## src/rtl/instr_sequencer.sv

```systemverilog
// Fetch/issue front end for the control unit. Reads one instruction word from ROM, decodes it
// into opcode/dest/src, presents it to the CU until the CU reports done, then clears the opcode
// so the CU returns to idle and advances the program counter.
module instr_sequencer #(
   parameter int unsigned ADDR_W   = 8,
   parameter int unsigned DATA_W   = 16,
   parameter int unsigned WDOG_MAX = 15
) (
   input  logic              clk,
   input  logic              rst_n,
   input  logic              start_i,
   input  logic [DATA_W-1:0] rom_data_i,
   input  logic [1:0]        cu_state_i,
   output logic [ADDR_W-1:0] rom_address_o,
   output logic              rom_read_enable_o,
   output logic [3:0]        opcode_o,
   output logic [5:0]        dest_o,
   output logic [5:0]        src_o,
   output logic [ADDR_W-1:0] pc_o,
   output logic              busy_o,
   output logic              halted_o,
   output logic              illegal_err_o,
   output logic              wdog_err_o,
   output logic [7:0]        retired_o
);

   localparam int unsigned WdogW = (WDOG_MAX < 2) ? 1 : $clog2(WDOG_MAX);

   localparam logic [1:0] CuIdle = 2'b00;
   localparam logic [1:0] CuDone = 2'b11;

   typedef enum logic [2:0] {
      StIdle, StFetch, StWaitRom, StDecode, StIssue, StHold, StRetire, StHalted
   } state_e;

   typedef enum logic [2:0] {
      OpNop, OpHlt, OpIllegal, OpAlu, OpMulti
   } op_class_e;

   state_e            state_q;
   op_class_e         op_class;
   logic [3:0]        rom_op;
   logic [5:0]        rom_dest;
   logic [5:0]        rom_src;
   logic [ADDR_W-1:0] pc_q;
   logic [ADDR_W-1:0] pc_inc;
   logic [ADDR_W-1:0] rom_address_q;
   logic              rom_read_enable_q;
   logic [3:0]        opcode_q;
   logic [5:0]        dest_q;
   logic [5:0]        src_q;
   logic              busy_q;
   logic              halted_q;
   logic              illegal_err_q;
   logic              wdog_err_q;
   logic [7:0]        retired_q;
   logic [WdogW-1:0]  wdog_cnt_q;

   assign rom_op   = rom_data_i[15:12];
   assign rom_dest = rom_data_i[11:6];
   assign rom_src  = rom_data_i[5:0];
   assign pc_inc   = pc_q + ADDR_W'(1);

   // Classify the word currently on the ROM port (sampled only in DECODE)
   always_comb begin
      op_class = OpAlu;
      unique case (rom_op)
         4'h0:                   op_class = OpNop;
         4'hF:                   op_class = OpHlt;
         4'hD, 4'hE:             op_class = OpIllegal;
         4'h1, 4'h2, 4'h3, 4'hC: op_class = OpMulti;
         default:                op_class = OpAlu;
      endcase
   end

   // Sequencer FSM; every output is a register so the CU sees glitch-free controls
   always_ff @(posedge clk or negedge rst_n) begin
      if (!rst_n) begin
         state_q           <= StIdle;
         pc_q              <= '0;
         rom_address_q     <= '0;
         rom_read_enable_q <= 1'b0;
         opcode_q          <= 4'h0;
         dest_q            <= 6'h0;
         src_q             <= 6'h0;
         busy_q            <= 1'b0;
         halted_q          <= 1'b0;
         illegal_err_q     <= 1'b0;
         wdog_err_q        <= 1'b0;
         retired_q         <= 8'h0;
         wdog_cnt_q        <= '0;
      end else begin
         // Read strobe is a single-cycle pulse, raised only on entry to FETCH
         rom_read_enable_q <= 1'b0;
         case (state_q)
            StIdle, StHalted: begin
               if (start_i) begin
                  state_q           <= StFetch;
                  pc_q              <= '0;
                  rom_address_q     <= '0;
                  rom_read_enable_q <= 1'b1;
                  busy_q            <= 1'b1;
                  halted_q          <= 1'b0;
                  illegal_err_q     <= 1'b0;
                  wdog_err_q        <= 1'b0;
               end
            end
            StFetch:   state_q <= StWaitRom;
            StWaitRom: state_q <= StDecode;
            StDecode: begin
               unique case (op_class)
                  OpNop: state_q <= StRetire;
                  OpHlt: begin
                     // pc stays on the HLT so software can see where execution stopped
                     retired_q <= retired_q + 8'd1;
                     halted_q  <= 1'b1;
                     busy_q    <= 1'b0;
                     state_q   <= StHalted;
                  end
                  OpIllegal: begin
                     illegal_err_q <= 1'b1;
                     state_q       <= StRetire;
                  end
                  OpAlu: begin
                     // Single-cycle op: HOLD provides the one cycle of drive
                     opcode_q <= rom_op;
                     dest_q   <= rom_dest;
                     src_q    <= rom_src;
                     state_q  <= StHold;
                  end
                  default: begin
                     opcode_q   <= rom_op;
                     dest_q     <= rom_dest;
                     src_q      <= rom_src;
                     wdog_cnt_q <= '0;
                     state_q    <= StIssue;
                  end
               endcase
            end
            StIssue: begin
               if (cu_state_i == CuDone) begin
                  state_q <= StHold;
               end else if (wdog_cnt_q == WdogW'(WDOG_MAX - 1)) begin
                  wdog_err_q <= 1'b1;
                  opcode_q   <= 4'h0;
                  dest_q     <= 6'h0;
                  src_q      <= 6'h0;
                  state_q    <= StRetire;
               end else begin
                  wdog_cnt_q <= wdog_cnt_q + WdogW'(1);
               end
            end
            StHold: begin
               // Extra cycle lets ADD/SUB commit their RAM write before the opcode drops
               opcode_q <= 4'h0;
               dest_q   <= 6'h0;
               src_q    <= 6'h0;
               state_q  <= StRetire;
            end
            StRetire: begin
               if (cu_state_i == CuIdle) begin
                  retired_q         <= retired_q + 8'd1;
                  pc_q              <= pc_inc;
                  rom_address_q     <= pc_inc;
                  rom_read_enable_q <= 1'b1;
                  state_q           <= StFetch;
               end
            end
            default: state_q <= StIdle;
         endcase
      end
   end

   assign rom_address_o     = rom_address_q;
   assign rom_read_enable_o = rom_read_enable_q;
   assign opcode_o          = opcode_q;
   assign dest_o            = dest_q;
   assign src_o             = src_q;
   assign pc_o              = pc_q;
   assign busy_o            = busy_q;
   assign halted_o          = halted_q;
   assign illegal_err_o     = illegal_err_q;
   assign wdog_err_o        = wdog_err_q;
   assign retired_o         = retired_q;

endmodule

```

## config.mk

```make
export PLATFORM = sky130hd
export DESIGN_NAME = instr_sequencer
export DESIGN_NICKNAME = d
export VERILOG_FILES = /design/src/rtl/instr_sequencer.sv
export SDC_FILE = /design/constraint.sdc
export NUM_CORES = 1
export LEC_CHECK = 0
export CORE_ASPECT_RATIO = 0.5
export CORE_UTILIZATION = 42
export CTS_CLUSTER_DIAMETER = 50
export DETAILED_ROUTE_END_ITERATION = 12
export PLACE_DENSITY = 0.75
export SYNTH_ARGS = -nofsm -noshare
export SYNTH_HDL_FRONTEND = slang
export SYNTH_SLANG_ARGS = --single-unit
```

## constraint.sdc

```tcl
create_clock -name clk -period 1.75 [get_ports clk]
set_input_delay 0.35 -clock clk [delete_from_list [all_inputs] [get_ports clk]]
set_output_delay 0.35 -clock clk [all_outputs]
set_load 0.02 [all_outputs]
```

==> metrics.yaml, run 1 <==
final_layout:
  n_fill_cell: 407
  postLayoutCoreUtil_pct: 67.34
  fin_area_mm2: 0.003367
  multi_input_area_mm2: 0.001090
  fin_nets: 327
  instances_no_fill: 371
  diodes: 0
  drive_gt1_share_pct: 22.59
  synthToLayoutAreaGrowth_pct: 52.38
  ff_latch_area_mm2: 0.001104
worst_setup_path:
  path_cells: "buf_6, buf_6, inv_12, ha_4, nand3b_1, or4b_4, and2_4, mux2_4"
  worstPathArrival_ps: 1910
  end_kind: "flip-flop"
  crit_fanout: 3
  start_kind: "input pin"
  crit_path_max_incr_delay_ps: 590
  critPathRequiredTime_ps: 1940
  cp_common_cell: "buf_6"
  slowest_stage: "or4b_4"
  crit_type: "in -> reg"
clock_network:
  cts_buffer_depth: 2
  cts_tree: "done"
  htreeDepth: 2
  clk_pin_slew_ps: 80
  clk-insertion-delay-late_ps: 300
  cts-buffers-inserted: 5
  root_buffer: "clkbuf_8"
  clkSinkCount: 44
synth:
  yosys_warnings: 0
  synth_ff_type: "dfrtp_1"
  synth_edf_count: 0
  synth_fp_nets: 238
  yosys.cell_types.count: 47
  synth.avg_cell_area_um2: 10.47
  ys_seq_area_share_pct: 49.83
  ys_ff_latch: 44
  synth_cells: 211
  postSynth.asyncResetShare_pct: 100.0
  syn_area_mm2: 0.002210
floorplan:
  die_w_um: 104.6
  io_pins: 66
  std_cell_rows: 18
  die_h_um: 53.29
  core-area_mm2: 0.005000
  die_area_mm2: 0.005573
  start_util_pct: 44.19
sta:
  rsz0062_at_grt: "true"
  relSlewSlack_pct: 68.91
  finalClockSkew_ps: 8.650
  worst_pin_slew_ps: 464.9
  setup_ws_ps: 22.63
  setup_viol: 0
  layout_worst_path_cycle_share_pct: 98.71
  max_freq_mhz: 578.9
  setup_tns_ps: 0
  period_minus_slack_ps: 1727
  hold_viol_final: 0
  slew_violations: 0
  holdWs_ps: 465.6
placement:
  place_area_mm2: 0.003118
  dp.cells: 361
  pre_cts_ws_ps: -786.9
  portBuffers: 65
  place.gp.congestion: 0.8123
  dp_hpwl_mm: 3.710
grt:
  grt_pass1_vias: 1822
  grt_pass1_wl_mm: 8.542
  grt_max_degree: 28
  grt.total_usage_pct: 20.00
  antenna_found_initial: 0
  globalRoute.totalOverflow: 0
drt:
  drc: 0
  drtAntennaViolNets: 0
  avgViaCountPerCell: 5.235
  first_iter_violations: 67
  wl_per_cell_um: 14.18
  drt_first_pass_iters: 4
  postRouteWirelength_mm: 5.262
  vias: 1942
min_path:
  hp-class: "in -> reg"
power:
  power.total_mw: 4.322
  powerDensity_mw_per_mm2: 1284
  power.leakage_nw: 1.702
  ir_drop_v: 0.0007546
flow_run:
  drv_cap: 0
status:
  status: "complete, no violations"
[repair_timing]
| action | in CTS | in global routing |
|---|---|---|
| gates resized for setup | 23 | 25 |
| buffers inserted | 1 | 0 |
| hold buffers | 1 | 0 |
| endpoints found under the hold margin | 17 | 0 |
| cloned | 0 | 0 |
| setup endpoints to repair | 38 | 38 |
| pin swaps | 4 | 8 |
[state kept, by name (all words and copies together), names as in the netlist]
signal	flops
retired_o	8
rom_address_o	8
dest_o	6
src_o	6
opcode_o	4
wdog_cnt_q	4
state_q	3
busy_o	1
halted_o	1
illegal_err_o	1
rom_read_enable_o	1
wdog_err_o	1
[worst max-delay path: cells and delay by family]
kind,cells,cell delay [ps]
adder cells (fa/ha/maj),1,140
AND/OR/NAND/NOR,3,930
buffers and inverters,3,210
multiplexers,1,290
[path summary, 6_finish.rpt]
check                               startpoint               end  slack, ps  cells past startpoint
worst min register to register    retired_o[7]      retired_o[7]        470                      1
worst max-delay path            rom_data_i[13]      retired_o[1]         20                      8
worst min-delay path            rom_data_i[12]       opcode_o[0]        470                      3
min in group asynchronous                rst_n  rom_address_o[3]        520                      2
worst max register to register      state_q[1]        state_q[0]         50                      6
max in group asynchronous                rst_n     wdog_cnt_q[3]        740                      3
[cells by family after synthesis]
group | count (synthesis) | synth area share, %
muxes | 3 | 1.585
and+or+nand+nor | 78 | 19.20
DFF | 44 | 49.83
xor gates and xnor gates | 10 | 3.964
AOI/OAI and AO/OA | 49 | 16.65
adders and majority gates | 6 | 3.397
buffers and inverters | 21 | 5.379
[synthesized netlist by cell type (3+ instances only)]
master    instances  area, µm²
dfrtp_1          44       1101
nand2_1          23      86.33
a22o_1           16      140.1
a21oi_1          13      65.06
nand3_1          12      60.06
nor2_1           11      41.29
buf_4             9      67.56
nand4_1           8      50.05
xor2_1            8      70.07
ha_1              6      75.07
inv_1             5      18.77
buf_2             4      20.02
o21ai_0           4      20.02
and2_1            3      18.77
nand3b_1          3      22.52
nor2b_1           3      18.77
[layer usage]
layer	wire (µm)	GRT usage, %
met3	189	5.049
met1	2557	26.07
met5	0	0
met2	2459	33.55
met4	55	5.634
[cell usage in the layout, fill, tap and decap left out, types with 4 or more instances in the layout]
cell type / count
o21ai_0: 4
nand3_1: 12
nor2_1: 11
xor2_1: 8
nand4_1: 8
dfrtp_1: 42
buf_4: 27
ha_1: 5
dlymetal6s2s_1: 12
nand2_1: 22
clkdlybuf4s50_1: 45
a21oi_1: 8
clkbuf_8: 6
dlygate4sd2_1: 5
a22o_1: 16
[power by group]
| group | switching (mW) | internal, mW | total (mW) |
|---|---|---|---|
| Clock | 0.349 | 0.321 | 0.671 |
| Combinational | 1.05 | 1.03 | 2.08 |
| Sequential | 0.276 | 1.30 | 1.58 |
| Total | 1.68 | 2.65 | 4.32 |
[area by class of cell]
type / count / area share [%]
Sequential cell: 44 / 32.78
Multi-Input combinational cell: 146 / 32.37
Timing Repair Buffer: 98 / 28.39
Tap cell: 70 / 2.601
Clock buffer: 7 / 2.564
Inverter: 5 / 1.078
Clock inverter: 1 / 0.2230
Note: power is estimated with default switching activity, not from simulation.
==> run 2: changes to the inputs <==
--- a/config.mk
+++ b/config.mk
@@ -5,11 +5,12 @@
 export SDC_FILE = /design/constraint.sdc
 export NUM_CORES = 1
 export LEC_CHECK = 0
+export ABC_AREA = 0
 export CORE_ASPECT_RATIO = 0.5
-export CORE_UTILIZATION = 42
+export CORE_UTILIZATION = 50
 export CTS_CLUSTER_DIAMETER = 50
 export DETAILED_ROUTE_END_ITERATION = 12
-export PLACE_DENSITY = 0.75
+export PLACE_DENSITY = 0.84
 export SYNTH_ARGS = -nofsm -noshare
 export SYNTH_HDL_FRONTEND = slang
 export SYNTH_SLANG_ARGS = --single-unit
==> constraint.sdc (replaced) <==
create_clock -name clk -period 2 [get_ports clk]
set_input_delay 0.4 -clock clk [delete_from_list [all_inputs] [get_ports clk]]
set_output_delay 0.4 -clock clk [all_outputs]
set_load 0.02 [all_outputs]
==> metrics.yaml, run 2 (synthesis gave the netlist of run 1 again) <==
final_layout:
  final_common_cell: "clkdlybuf4s50_1"  # unchanged
  diodes: 0  # unchanged
  fin_nets: 325  # was 327
  postLayoutCoreUtil_pct: 78.91  # was 67.34%
  layout_common_cells: "62 x clkdlybuf4s50_1, 44 x dfrtp_1, 30 x buf_4, 23 x nand2_1, 16 x a22o_1"  # was 45 x clkdlybuf4s50_1, 42 x dfrtp_1, 27 x buf_4, 22 x nand2_1, 16 x a22o_1
  synthToLayoutAreaGrowth_pct: 45.13  # was 52.38%
  drive_gt1_share_pct: 17.39  # was 22.59%
clock_network:
  htreeDepth: 2  # unchanged
  cts-buffers-inserted: 5  # unchanged
  clkSinkCount: 44  # unchanged
  cts_tree: "done"  # unchanged
  clk-insertion-delay-late_ps: 300  # about the same
  root_buffer: "clkbuf_8"  # unchanged
  clk_pin_slew_ps: 90  # was 80 ps
  cts_buffer_depth: 2  # unchanged
flow_run:
  drv_cap: 0  # unchanged
floorplan:
  start_util_pct: 54.37  # was 44.19%
  die_w_um: 96.02  # was 104.6 µm
  die_h_um: 49.01  # was 53.29 µm
  core-area_mm2: 0.004064  # was 0.005000 mm²
  die_area_mm2: 0.004705  # was 0.005573 mm²
  io_pins: 66  # unchanged
  std_cell_rows: 16  # was 18
grt:
  antenna_found_initial: 0  # unchanged
  grt.total_usage_pct: 26.73  # was 20.00%
  grt_pass1_vias: 1965  # was 1822
  grt_max_degree: 45  # was 28
  globalRoute.totalOverflow: 0  # unchanged
  grt_pass1_wl_mm: 9.508  # was 8.542 mm
sta:
  period_minus_slack_ps: 1920
  worst_pin_slew_ps: 568.8  # was 464.9 ps
  setup_viol: 0  # unchanged
  layout_worst_path_cycle_share_pct: 95.98
  max_freq_mhz: 521.0
  rsz0062_at_grt: "false"  # was true
  hold_viol_final: 0  # unchanged
  relSlewSlack_pct: 62.08  # was 68.91%
  setup_tns_ps: 0  # unchanged
  slew_violations: 0  # unchanged
  finalClockSkew_ps: 9.377  # was 8.650 ps
power:
  power.leakage_nw: 1.482  # was 1.702 nW
  clkPwrFrac_pct: 19.1  # was 15.5%
  comb_power_share_pct: 44.9  # was 48.0%
  powerDensity_mw_per_mm2: 1201  # was 1284 mW/mm²
  ir_drop_v: 0.0006774  # was 0.0007546 V
  internal_power_mw: 2.380  # was 2.647 mW
  power.switching_mw: 1.471  # was 1.676 mW
  power_frac_seq_pct: 36.0  # was 36.4%
  swShare_pct: 38.20  # was 38.77%
worst_setup_path:
  crit_fanout: 5  # was 3
  start_kind: "input pin"  # unchanged
  crit_type: "in -> reg"  # unchanged
  critPathRequiredTime_ps: 2190  # was 1940 ps
  worstPathArrival_ps: 2110  # was 1910 ps
  end_kind: "flip-flop"  # unchanged
drt:
  first_iter_violations: 104  # was 67
  wl_per_cell_um: 16.04  # was 14.18 µm
  avgViaCountPerCell: 5.581  # was 5.235
  postRouteWirelength_mm: 5.662  # was 5.262 mm
  drtAntennaViolNets: 0  # unchanged
  drc: 0  # unchanged
  drt_first_pass_iters: 4  # unchanged
  vias: 1970  # was 1942
placement:
  portBuffers: 65  # unchanged
  dp_hpwl_mm: 3.791  # was 3.710 mm
  place.gp.congestion: 0.8172  # was 0.8123
status:
  status: "complete, no violations"  # unchanged
min_path:
  hp-class: "in -> async"  # was in -> reg
## run 2: final cells by class
cell class	instances	area, µm²
sequential	44	1101
multi-input combinational	146	1018
timing repair buffer	96	879.6
fill	251	857.1
clock buffer	6	82.58
tap	54	67.56
clock inverter	2	38.79
inverter	5	18.77
## run 2: worst paths after layout
| path | startpoint | cells after the start | end | slack (ps) |
|---|---|---|---|---|
| setup / recovery | rom_data_i[15] | 5 | retired_o[1] | 80 |
| hold / removal | rst_n | 2 | src_o[2] | 170 |
| setup reg to reg | state_q[2] | 5 | dest_o[1] | 190 |
| hold reg to reg | retired_o[7] | 1 | retired_o[7] | 470 |
| max in group asynchronous | rst_n | 2 | state_q[1] | 1440 |
| min in group clk | retired_o[7] | 1 | retired_o[7] | 470 |
## run 2: power by group through the flow
| stage | combinational, mW | clock (mW) | sequential, mW |
|---|---|---|---|
| CTS | 1.72 | 0.740 | 1.38 |
| floorplan | 0.781 | 0 | 1.56 |
| global placement | 1.63 | 0 | 1.37 |
| detailed placement | 1.69 | 0 | 1.38 |
| finish | 1.73 | 0.735 | 1.39 |
| global route | 1.88 | 0.772 | 1.42 |
## run 2: per-stage QoR
step	cell area [µm²]	total power, mW	hold slack, ps	instances	setup WS [ps]
final	3207	3.851	169.7	353	80.47
after global routing	3207	4.070	215.5	353	10.45
after floorplan	2215	2.337	104.4	211	18.39
after detailed placement	3035	3.071	466.4	342	-482.9
after global placement	3035	3.008	457.8	342	-422.1
after CTS	3207	3.842	185.3	353	95.26
## run 2: repair_timing
item / CTS / global route
hold buffers: 0 / 0
setup endpoints to repair: 24 / 0
gates resized for setup: 9 / 0
setup buffers: 3 / 0
## run 2: critical path, cell delays in order
cell and delay (ps):
clkdlybuf4s50_1 550, nand3b_1 120, or4b_4 560, and2_4 190, mux2_4 290
## run 2: per-layer routing
metal,routed length [µm],vias up,global-route usage (%)
met5,0,-,0
met4,58,0,8.955
met3,264,6,6.231
met2,2774,64,44.33
met1,2564,961,34.52
li1,-,939,-
